<file path="src/rtl/hs_unit_medge_det.sv">
// hs_unit_medge_det: multi-channel synchronized, debounced edge detector with sticky flags, counters and irq
module hs_unit_medge_det #(
  parameter int                  CHANNELS    = 8,
  parameter int                  SYNC_STAGES = 2,
  parameter int                  FILTER_LEN  = 4,
  parameter int                  CNT_W       = 8,
  parameter logic [CHANNELS-1:0] RESET_VALUE = '0
) (
  input  logic                      clk,
  input  logic                      aresetn,
  input  logic [CHANNELS-1:0]       signal_in,
  input  logic [2*CHANNELS-1:0]     mode,
  input  logic [CHANNELS-1:0]       flag_clr,
  input  logic [CHANNELS-1:0]       cnt_clr,
  input  logic [CHANNELS-1:0]       irq_en,
  output logic [CHANNELS-1:0]       level_out,
  output logic [CHANNELS-1:0]       edge_pulse,
  output logic [CHANNELS-1:0]       edge_flag,
  output logic [CHANNELS-1:0]       edge_ovf,
  output logic [CNT_W*CHANNELS-1:0] evt_cnt,
  output logic                      irq
);
  localparam int FW = $clog2(FILTER_LEN + 1);
  localparam logic [FW-1:0] FC_LAST = FW'(FILTER_LEN - 1);
  logic [CHANNELS-1:0] s;
  logic [CHANNELS-1:0] flag_n;
  if (SYNC_STAGES == 0) begin : g_nosync
    assign s = signal_in;
  end else begin : g_sync
    logic [SYNC_STAGES-1:0][CHANNELS-1:0] sq;
    // shift raw inputs through the synchronizer chain
    always_ff @(posedge clk or negedge aresetn)
      if (!aresetn) begin
        sq <= {SYNC_STAGES{RESET_VALUE}};
      end else begin
        sq[0] <= signal_in;
        for (int k = 1; k < SYNC_STAGES; k++) sq[k] <= sq[k-1];
      end
    assign s = sq[SYNC_STAGES-1];
  end
  for (genvar i = 0; i < CHANNELS; i++) begin : g_ch
    logic [FW-1:0]    fc;
    logic             lvl, pls, flg, ovf, acc, match;
    logic [CNT_W-1:0] cnt, cnt_n;
    assign acc       = (s[i] != lvl) && (fc == FC_LAST);
    assign match     = acc && (s[i] ? mode[2*i] : mode[2*i+1]);
    assign flag_n[i] = match || (flg && !flag_clr[i]);
    assign cnt_n     = cnt_clr[i] ? CNT_W'(match) : (match && !(&cnt)) ? cnt + 1'b1 : cnt;
    // debounce filter, edge match and per-channel event bookkeeping
    always_ff @(posedge clk or negedge aresetn)
      if (!aresetn) begin
        fc  <= '0;
        lvl <= RESET_VALUE[i];
        pls <= 1'b0;
        flg <= 1'b0;
        ovf <= 1'b0;
        cnt <= '0;
      end else begin
        fc  <= (s[i] == lvl || acc) ? '0 : fc + 1'b1;
        lvl <= acc ? s[i] : lvl;
        pls <= match;
        flg <= flag_n[i];
        ovf <= !flag_clr[i] && (ovf || (match && flg));
        cnt <= cnt_n;
      end
    assign level_out[i]                = lvl;
    assign edge_pulse[i]               = pls;
    assign edge_flag[i]                = flg;
    assign edge_ovf[i]                 = ovf;
    assign evt_cnt[CNT_W*i +: CNT_W]   = cnt;
  end
  // interrupt follows the next-state flags so it rises together with edge_flag
  always_ff @(posedge clk or negedge aresetn)
    if (!aresetn) irq <= 1'b0;
    else irq <= |(flag_n & irq_en);
endmodule

</file>
<file path="config.mk">
export PLATFORM = sky130hd
export DESIGN_NAME = hs_unit_medge_det
export DESIGN_NICKNAME = d
export VERILOG_FILES = /design/src/rtl/hs_unit_medge_det.sv
export SDC_FILE = /design/constraint.sdc
export NUM_CORES = 1
export LEC_CHECK = 0
export CAP_MARGIN = 20
export CORE_MARGIN = 5
export CORE_UTILIZATION = 40
export DETAILED_ROUTE_END_ITERATION = 6
export PLACE_DENSITY = 0.66
export RECOVER_POWER = 100
export SYNTH_ARGS = -nofsm -noshare
export SYNTH_HDL_FRONTEND = slang
export SYNTH_SLANG_ARGS = --single-unit
export TNS_END_PERCENT = 20
</file>
<file path="constraint.sdc">
create_clock -name clk -period 2.3 [get_ports clk]
set_input_delay 0.345 -clock clk [delete_from_list [all_inputs] [get_ports clk]]
set_output_delay 0.345 -clock clk [all_outputs]
set_load 0.02 [all_outputs]
</file>
Word level (Yosys, flattened, before mapping)
Cells that the tools add are included.
Storage, ports and cells
  register bits after elaboration: 137
  bits of input ports: 50
  output and inout port bits: 97
  logic and storage cells: 229
Operators by class
  $add $sub $neg: 16
  eq/ne operators: 24
  multiplexer cells: 32
  bitwise operators: 1
  reductions and logical operators: 105
Operators with widths (number)
  2-to-1 mux 8 bit: 16
  adder 8 x 1 -> 8 bit (second input constant): 8
  AND reduction 8 bit: 8
  logical AND 1 bit: 48
  adder 3 x 1 -> 3 bit (second input constant): 8
  equality test 3 x 2 -> 1 bit (second input constant): 8
  logical OR 1 bit: 24
  2-to-1 mux 3 bit: 8
  logical NOT 1 bit: 16
  nonzero test 2 bit: 8
  AND 8 bit: 1
  equality test 1 bit: 8
  2-to-1 mux 1 bit: 8
  != test 1 bit: 8
  OR reduction 8 bit: 1

Depth between registers and ports, before layout
Gate-level depths: netlist (run 1).
  depth in word-level cells: 6
  mapped depth: 8
  depth with buffers taken out: 7

Least setup slack after synthesis (run 1)
Ideal clock, no wire load.
  path kind: flip-flop to flip-flop
  start: reg g_ch[3].cnt[0]
  end: reg g_ch[3].cnt[5]
  setup time: 0.125 ns
  data arrival time: 1.785 ns
  required time: 2.175 ns
  path slack: 0.391 ns
  stages on the path, launching flop included: 7
  path buffers: 1
  clock period less this slack: 1.909 ns
  path through: dfrtp_1 ha_1 and2_1 and4_4 buf_6 nor4b_2 mux2_2
On the way
  longest elaborated chain between the ends: 4
  elaborated cells between the ends (all ways): 7
  classes of those cells: 1 x add/sub; 2 x mux; 4 x reduce/logical
RTL lines
  start: declaration: RTL line 44  | logic [CNT_W-1:0] cnt, cnt_n;
  start signal: assignment: RTL line 64  | cnt <= cnt_n;
  branches (longest 4 deep; another with adder 8 x 1 -> 8 bit)
Several ways; the timed one is not identified. The select of a mux whose other input is x is not followed.
A chain may end at the register's enable or synchronous reset.

Worst setup path after layout (run 1)
  start: reg g_ch[3].fc[0]
  end: reg g_ch[3].cnt[5]
On the way
  longest elaborated chain between the ends: 5
RTL lines
  start: declaration: RTL line 42  | logic [FW-1:0] fc;
  start signal: assignment: RTL line 59  | fc <= (s[i] == lvl || acc) ? '0 : fc + 1'b1;
  equality test 3 x 2 -> 1 bit: RTL line 45  | assign acc = (s[i] != lvl) && (fc == FC_LAST);
  logical AND 1 bit: RTL line 45
  logical AND 1 bit: RTL line 46  | assign match = acc && (s[i] ? mode[2*i] : mode[2*i+1]);
  logical AND 1 bit: RTL line 48  | assign cnt_n = cnt_clr[i] ? CNT_W'(match) : (match && !(&cnt)) ? cnt + 1'b1 : cnt;
  nonzero test 2 bit (no line)
Every way passes these cells.

==> impl_metrics.py, run 1 <==
metrics = {
    "place": {
        "portBuffers": 146,
        "gp_congestion": 0.824,
        "dpl_cell_area_sq_mm": 0.00805,
        "pre_cts_ws_ps": 156,
        "dpl.hpwl_mm": 11.1,
    },
    "worst_setup_path": {
        "worst_ep_arrival_time_ps": 2320,
        "crit_chain": "ha_1 > ha_1 > nand4b_1 > and2_1 > nor4b_1 > mux2_2",
        "path_delay_family": "simple AND/OR/NAND/NOR gates",
        "cpMostUsedCell": "ha_1",
        "critPathKind": "flip-flop to flip-flop",
        "start_kind": "flip-flop",
        "cp-end-kind": "flip-flop",
        "cpMaxStageDelayCell": "nor4b_1",
        "worst-path-buf-inv": 0,
        "cp.required_ps": 2600,
        "worst-path-max-fanout": 14,
        "critPathMaxStageDelay_ps": 370,
    },
    "sta": {
        "clock.fmax_mhz": 495,
        "final.min_clock_period_ps": 2020,
        "fin_crit_sh": 0.878,
        "setup_viol": 0,
        "maxSlewViolCount": 0,
        "hold_violations": 0,
        "finClkSkew_ps": 9.77,
        "setup_tns_ps": 0,
        "rsz0062_at_grt": "false",
        "holdWs_ps": 346,
        "fin_ws_ps": 280,
        "tightest_slew_ps": 1440,
        "maxSlewHeadroom": 0.0373,
    },
    "die": {
        "pin_count": 147,
        "rows": 47,
        "die_x_um": 138,
        "core-area_sq_mm": 0.0163,
        "start_util": 0.403,
        "dieArea_sq_mm": 0.0191,
        "fp.dieH_um": 138,
    },
    "synth": {
        "async_reset_ff_frac": 1.00,
        "syn_avg_cell_area_sq_um": 10.5,
        "ys.flop_type": "dfrtp_1",
        "synth_edf_count": 0,
        "ys_ff_latch": 137,
        "ys_warn_count": 0,
        "synth_seq_area_share": 0.521,
        "synth_fp_nets": 701,
        "synth_cell_types": 54,
        "syn_inst": 627,
        "synth_area_sq_mm": 0.00659,
    },
    "outcome": {
        "status": "finished, final reports clean",
    },
    "pwr": {
        "irDropWorstVdd_mv": 0.509,
        "leakage_nw": 3.87,
        "p_per_area_mw_per_mm2": 798,
    },
    "drt": {
        "final_antenna_net_count": 0,
        "wire_per_inst_um": 15.3,
        "first_pass_iters": 5,
        "vias": 5272,
        "avgViaCountPerCell": 5.36,
        "wirelength_mm": 15.1,
        "drt-initial-drc-count": 184,
        "drc": 0,
    },
    "clock_network": {
        "clkLatencyLatePin_ps": 410,
        "cts-root-buf": "clkbuf_16",
        "cts_buffer_depth": 2,
        "clkTransAtPathRegs_ps": 60,
        "cts_tree": "built",
        "htreeDepth": 4,
        "numCtsBuffers": 17,
        "cts_sinks": 137,
    },
    "global_route": {
        "grt_pass1_vias": 5214,
        "grt_use_total": 0.159,
        "grt_start_max_net_pins": 57,
        "grt_pass1_wl_mm": 25.4,
        "antenna_found_initial": 0,
        "overflow": 0,
    },
    "cells_and_area": {
        "layout_common_cells": "137 x dfrtp_1, 106 x dlygate4sd3_1, 50 x a21oi_1",
        "syn_to_final_growth_pct": 31.0,
        "insertedDiodeCount": 0,
        "drive_gt1_frac": 0.0734,
        "final_common_cell": "dfrtp_1",
        "final_nets": 824,
        "stdcell_area_sq_mm": 0.00862,
    },
    "worst_hold_path": {
        "hp-class": "flip-flop to flip-flop",
    },
    "run": {
        "maxCapViolCount": 0,
    },
}
[state kept, by name (all words and copies together), names as in the netlist]
signal     flops
g_ch.cnt      64
g_ch.fc       24
g_ch.flg       8
g_ch.lvl       8
g_ch.ovf       8
g_ch.pls       8
g_sync.sq      8
s              8
irq            1
[kinds of logic (layout without fill, tap and decap cells)]
family,count (synthesis),in the layout,synth area share
muxes,17,17,0.0281
xor gates and xnor gates,8,8,0.0106
buffers and inverters,81,217,0.0686
adders and majority gates,24,24,0.0456
DFF,137,137,0.521
and+or+nand+nor,236,236,0.205
AOI/OAI and AO/OA,124,124,0.121
[where the power goes]
group	internal [W]	switching, W	total, W
sequential	0.00271	0.000212	0.00292
clock	0.00166	0.00107	0.00273
combinational	0.000573	0.000666	0.00124
total	0.00494	0.00194	0.00688
[through the flow]
stage | util | total power (W) | std cells
finish | 0.528 | 0.00688 | 983
global route | 0.528 | 0.00726 | 983
CTS | 0.530 | 0.00706 | 983
detailed placement | 0.492 | 0.00428 | 950
global placement | 0.492 | 0.00422 | 950
floorplan | - | 0.00382 | 627
[per-layer routing]
metal / part of all wire / GRT usage
met3: 0.047 / 0.0414
met2: 0.50 / 0.272
met5: 0 / 0
met4: 0.014 / 0.0484
met1: 0.44 / 0.197
[cell type report]
cell class / instances / area, sq um
inverter: 32 / 120
fill: 1508 / 7720
tap: 220 / 275
clock buffer: 19 / 453
multi-input combinational: 409 / 2700
clock inverter: 13 / 145
timing repair buffer: 153 / 1510
sequential: 137 / 3430
[final timing paths]
kind                               start        endpoint  slack (ps)  cells past startpoint
hold reg to reg             g_sync.sq[7]            s[7]         350                      0
max in group asynchronous        aresetn  g_ch[0].cnt[3]         400                      3
hold / removal              g_sync.sq[7]            s[7]         350                      0
setup / recovery           g_ch[3].fc[0]  g_ch[3].cnt[5]         280                      6
setup reg to reg           g_ch[3].fc[0]  g_ch[3].cnt[5]         280                      6
min in group asynchronous        aresetn  g_ch[4].cnt[6]         810                      2
[repair_timing]
action / CTS / global route
hold endpoints to repair: 52 / 0
buffers inserted: 0 / 0
setup endpoints to repair: 0 / 1
hold buffers: 1 / 0
resized for setup: 0 / 1
[synthesized netlist by cell type (2+ instances only)]
| library cell | instances | area [sq um] |
|---|---|---|
| buf_6 | 3 | 33.8 |
| nor2_1 | 49 | 184 |
| mux2_2 | 12 | 135 |
| buf_1 | 6 | 22.5 |
| ha_1 | 24 | 300 |
| a211oi_1 | 3 | 22.5 |
| o211ai_1 | 2 | 15.0 |
| nand2b_1 | 18 | 113 |
| o311ai_0 | 5 | 43.8 |
| nand3_1 | 35 | 175 |
| and4_4 | 2 | 22.5 |
| o21ai_0 | 18 | 90.1 |
| a41oi_1 | 2 | 17.5 |
| nor4b_1 | 3 | 26.3 |
| or4_1 | 23 | 173 |
| clkbuf_1 | 4 | 15.0 |
| buf_4 | 32 | 240 |
| nor3_1 | 5 | 25.0 |
| xor2_1 | 8 | 70.1 |
| and3_1 | 3 | 18.8 |
| a22oi_1 | 4 | 30.0 |
| dfrtp_1 | 137 | 3430 |
| o31ai_1 | 17 | 128 |
| nand4b_1 | 17 | 149 |
| a21oi_1 | 50 | 250 |
| o41ai_1 | 10 | 87.6 |
| and2_1 | 7 | 43.8 |
| nor4_1 | 4 | 25.0 |
| or3_1 | 9 | 56.3 |
| buf_2 | 4 | 20.0 |
| nor2b_1 | 11 | 68.8 |
| nand3b_1 | 6 | 45.0 |
| a311oi_1 | 2 | 17.5 |
| inv_1 | 32 | 120 |
| o2bb2ai_1 | 2 | 17.5 |
| nand4_1 | 7 | 43.8 |
| nand2_1 | 30 | 113 |
| mux2i_1 | 5 | 50.1 |
Note: power is estimated with default switching activity, not from simulation.
==> inputs of run 2 (changes only) <==
Settings changed: ABC_AREA set to 1, CAP_MARGIN 20 to 10, CORE_ASPECT_RATIO set to 1.75, PLACE_DENSITY 0.66 to 0.65.
==> run 2 against run 1 <==
  * Combinational power decreased by 14%
  * Global-route usage rose by 0.98 points
  * Largest power group is now the clock network
  * Count of clock-buffer cells in the layout is 2 lower
  * First-iteration DRC count increased by 14%
  * Synthesized area grew 4.1%
  * Sequential power fell by 4%
  * Hold slack got worse by 3.2 ps
  * Core utilization is 0.30 points higher
  * Clock power up 7.3%
  * Highest routed layer is now met5
  * Non-clock buffer count fell by 1
  * Routed wire length rose by 3.1%
==> impl_metrics.py, run 2 <==
metrics = {
    "outcome": {
        "status": "finished, final reports clean",
    },
    "drt": {
        "avgViaCountPerCell": 4.65,
        "drt-initial-drc-count": 210,
        "wire_per_inst_um": 12.9,
        "vias": 5618,
        "wirelength_mm": 15.6,
        "first_pass_iters": 4,
        "final_antenna_net_count": 0,
        "drc": 0,
    },
    "synth": {
        "synth_fp_nets": 905,
        "synth_seq_area_share": 0.500,
        "syn_inst": 831,
        "synthTopCellsByCount": "261 x nand2_1, 137 x dfrtp_1, 90 x nor2_1",
        "ys_warn_count": 0,
        "yosysMostFrequentCell": "nand2_1",
        "async_reset_ff_frac": 1.00,
        "synth_edf_count": 0,
        "synth_cell_types": 26,
        "yosysTopAreaCell": "dfrtp_1",
        "synth.top_cell.area_share": 0.500,
        "netlist_top_cells_area": "dfrtp_1 50%, nand2_1 14%, nor2_1 4.9%",
        "ys_ff_latch": 137,
        "syn_avg_cell_area_sq_um": 8.25,
        "ys.flop_type": "dfrtp_1",
        "synth_area_sq_mm": 0.00685,
    },
    "pwr": {
        "p_per_area_mw_per_mm2": 761,
        "switchingPower_w": 0.00187,
        "leakage_nw": 4.73,
        "total_power_w": 0.00681,
        "internal_power_w": 0.00493,
        "p_sw_frac": 0.275,
        "clockPowerShare": 0.430,
        "irDropWorstVdd_mv": 0.516,
        "seq_power_share": 0.413,
        "p_comb_frac": 0.157,
    },
    "clock_network": {
        "clkTransAtPathRegs_ps": 70,
        "htreeDepth": 4,
        "cts_sinks": 137,
        "clkLatencyLatePin_ps": 410,
        "cts_tree": "built",
        "cts-root-buf": "clkbuf_16",
        "numCtsBuffers": 17,
        "cts_setup_buffers": 0,
        "cts.repair.resized": 0,
        "cts_buffer_depth": 2,
    },
    "global_route": {
        "overflow": 0,
        "grt_start_max_net_pins": 55,
        "grt_pass1_vias": 5622,
        "grt_pass1_wl_mm": 26.6,
        "grt_use_total": 0.168,
        "antenna_found_initial": 2,
    },
    "worst_setup_path": {
        "worst-path-buf-inv": 1,
        "cpMaxStageDelayCell": "dlygate4sd3_1",
        "regToRegStartpoint": "g_ch[2].fc[0]",
        "reg2regPathDepth": 7,
        "path_delay_family": "buffers and inverters",
        "critPathKind": "flip-flop to output port",
        "worst-r2r-setup-slack_ps": 360,
        "crit_chain": "dlygate4sd3_1",
        "r2r-end": "g_ch[2].cnt[7]",
        "worstSetupPathDepth": 1,
        "worst_ep_arrival_time_ps": 1640,
        "cp.required_ps": 1960,
        "cp-end-kind": "output port",
        "start_kind": "flip-flop",
        "endpoint": "evt_cnt[61]",
        "crit_start": "g_ch[7].cnt[5]",
        "worst-path-max-fanout": 8,
        "critPathMaxStageDelay_ps": 720,
    },
    "sta": {
        "fin_ws_ps": 315,
        "maxSlewViolCount": 0,
        "finClkSkew_ps": 10.4,
        "final.min_clock_period_ps": 1980,
        "clock.fmax_mhz": 504,
        "setup_viol": 0,
        "hold_violations": 0,
        "fin_crit_sh": 0.863,
        "setup_tns_ps": 0,
        "tightest_slew_ps": 1410,
        "holdWs_ps": 343,
        "maxSlewHeadroom": 0.0585,
        "rsz0062_at_grt": "false",
    },
    "worst_hold_path": {
        "hp-class": "flip-flop to flip-flop",
        "min_from": "g_sync.sq[5]",
    },
    "die": {
        "pin_count": 147,
        "fp.dieH_um": 183,
        "start_util": 0.406,
        "rows": 63,
        "die_x_um": 109,
        "core-area_sq_mm": 0.0169,
        "dieArea_sq_mm": 0.0200,
    },
    "cells_and_area": {
        "reg_top3": "g_ch.cnt x64, g_ch.fc x24",
        "final_common_cell": "nand2_1",
        "syn_to_final_growth_pct": 30.6,
        "drive_gt1_frac": 0.0703,
        "top_register": "g_ch.cnt",
        "insertedDiodeCount": 0,
        "final_nets": 1043,
        "layout_common_cells": "268 x nand2_1, 137 x dfrtp_1, 106 x dlygate4sd3_1",
        "largest_register_ffs": 64,
    },
    "place": {
        "pre_cts_ws_ps": 576,
        "dpl.hpwl_mm": 12.1,
        "gp_congestion": 0.866,
        "portBuffers": 146,
    },
    "run": {
        "maxCapViolCount": 0,
    },
}
[run 2: changes by cell type after synthesis, moves of 23 or more]
| cell | previous run | this run |
|---|---|---|
| a21oi_1 | 50 | 8 |
| nand2_1 | 30 | 261 |
| inv_1 | 32 | 79 |
| inv_2 | 0 | 25 |
| nor2_1 | 49 | 90 |
| or4_1 | 23 | 0 |
[run 2: kinds of logic (layout without fill, tap and decap cells)]
kind of cell,Yosys count,count (layout),synth area share
and+or+nand+nor,459,459,0.299
buffers and inverters,138,289,0.0933
DFF,137,137,0.500
AOI/OAI and AO/OA,57,57,0.0427
adders and majority gates,24,24,0.0438
xor gates and xnor gates,16,16,0.0204
[run 2: worst min path at each step]
stage / to / slack, ps / depth (start not counted)
finish: s[5] / 340 / 0
global route: s[5] / 360 / 0
CTS: g_sync.sq[0] / 340 / 1
detailed placement: s[7] / 330 / 0
global placement: s[7] / 330 / 0
floorplan: g_ch[0].cnt[0] / 50 / 0
[run 2: cell type report]
cell class	count	area (sq um)
sequential	137	3430
tap	227	284
timing repair buffer	152	1530
inverter	105	394
clock buffer	17	425
multi-input combinational	556	2670
fill	1653	7920
clock inverter	15	215
[run 2: what timing repair did]
action                                 CTS  global route
endpoints found under the hold margin   49             0
setup endpoints to repair                0             0
hold buffers                             1             0
[run 2: metal layers]
metal | track usage | vias to the layer above | share of wire
met4 | 0.0693 | 4 | 0.024
met3 | 0.0458 | 30 | 0.057
met5 | 0 | - | 0.0013
li1 | - | 2853 | -
met1 | 0.177 | 2593 | 0.37
met2 | 0.309 | 138 | 0.55
[run 2: power by group through the flow]
stage / Combinational [W] / Clock [W] / Sequential, W
finish: 0.00107 / 0.00293 / 0.00281
CTS: 0.00117 / 0.00302 / 0.00282
global placement: 0.00113 / 0 / 0.00285
global route: 0.00122 / 0.00312 / 0.00284
floorplan: 0.000742 / 0 / 0.00285
detailed placement: 0.00116 / 0 / 0.00286
[run 2: metrics by stage]
step                 util  instances  area, sq um
floorplan               -        831         6850
detailed placement  0.499       1176         8420
global placement    0.499       1176         8420
finish              0.531       1209         8950
CTS                 0.538       1209         9070
global route        0.531       1209         8950
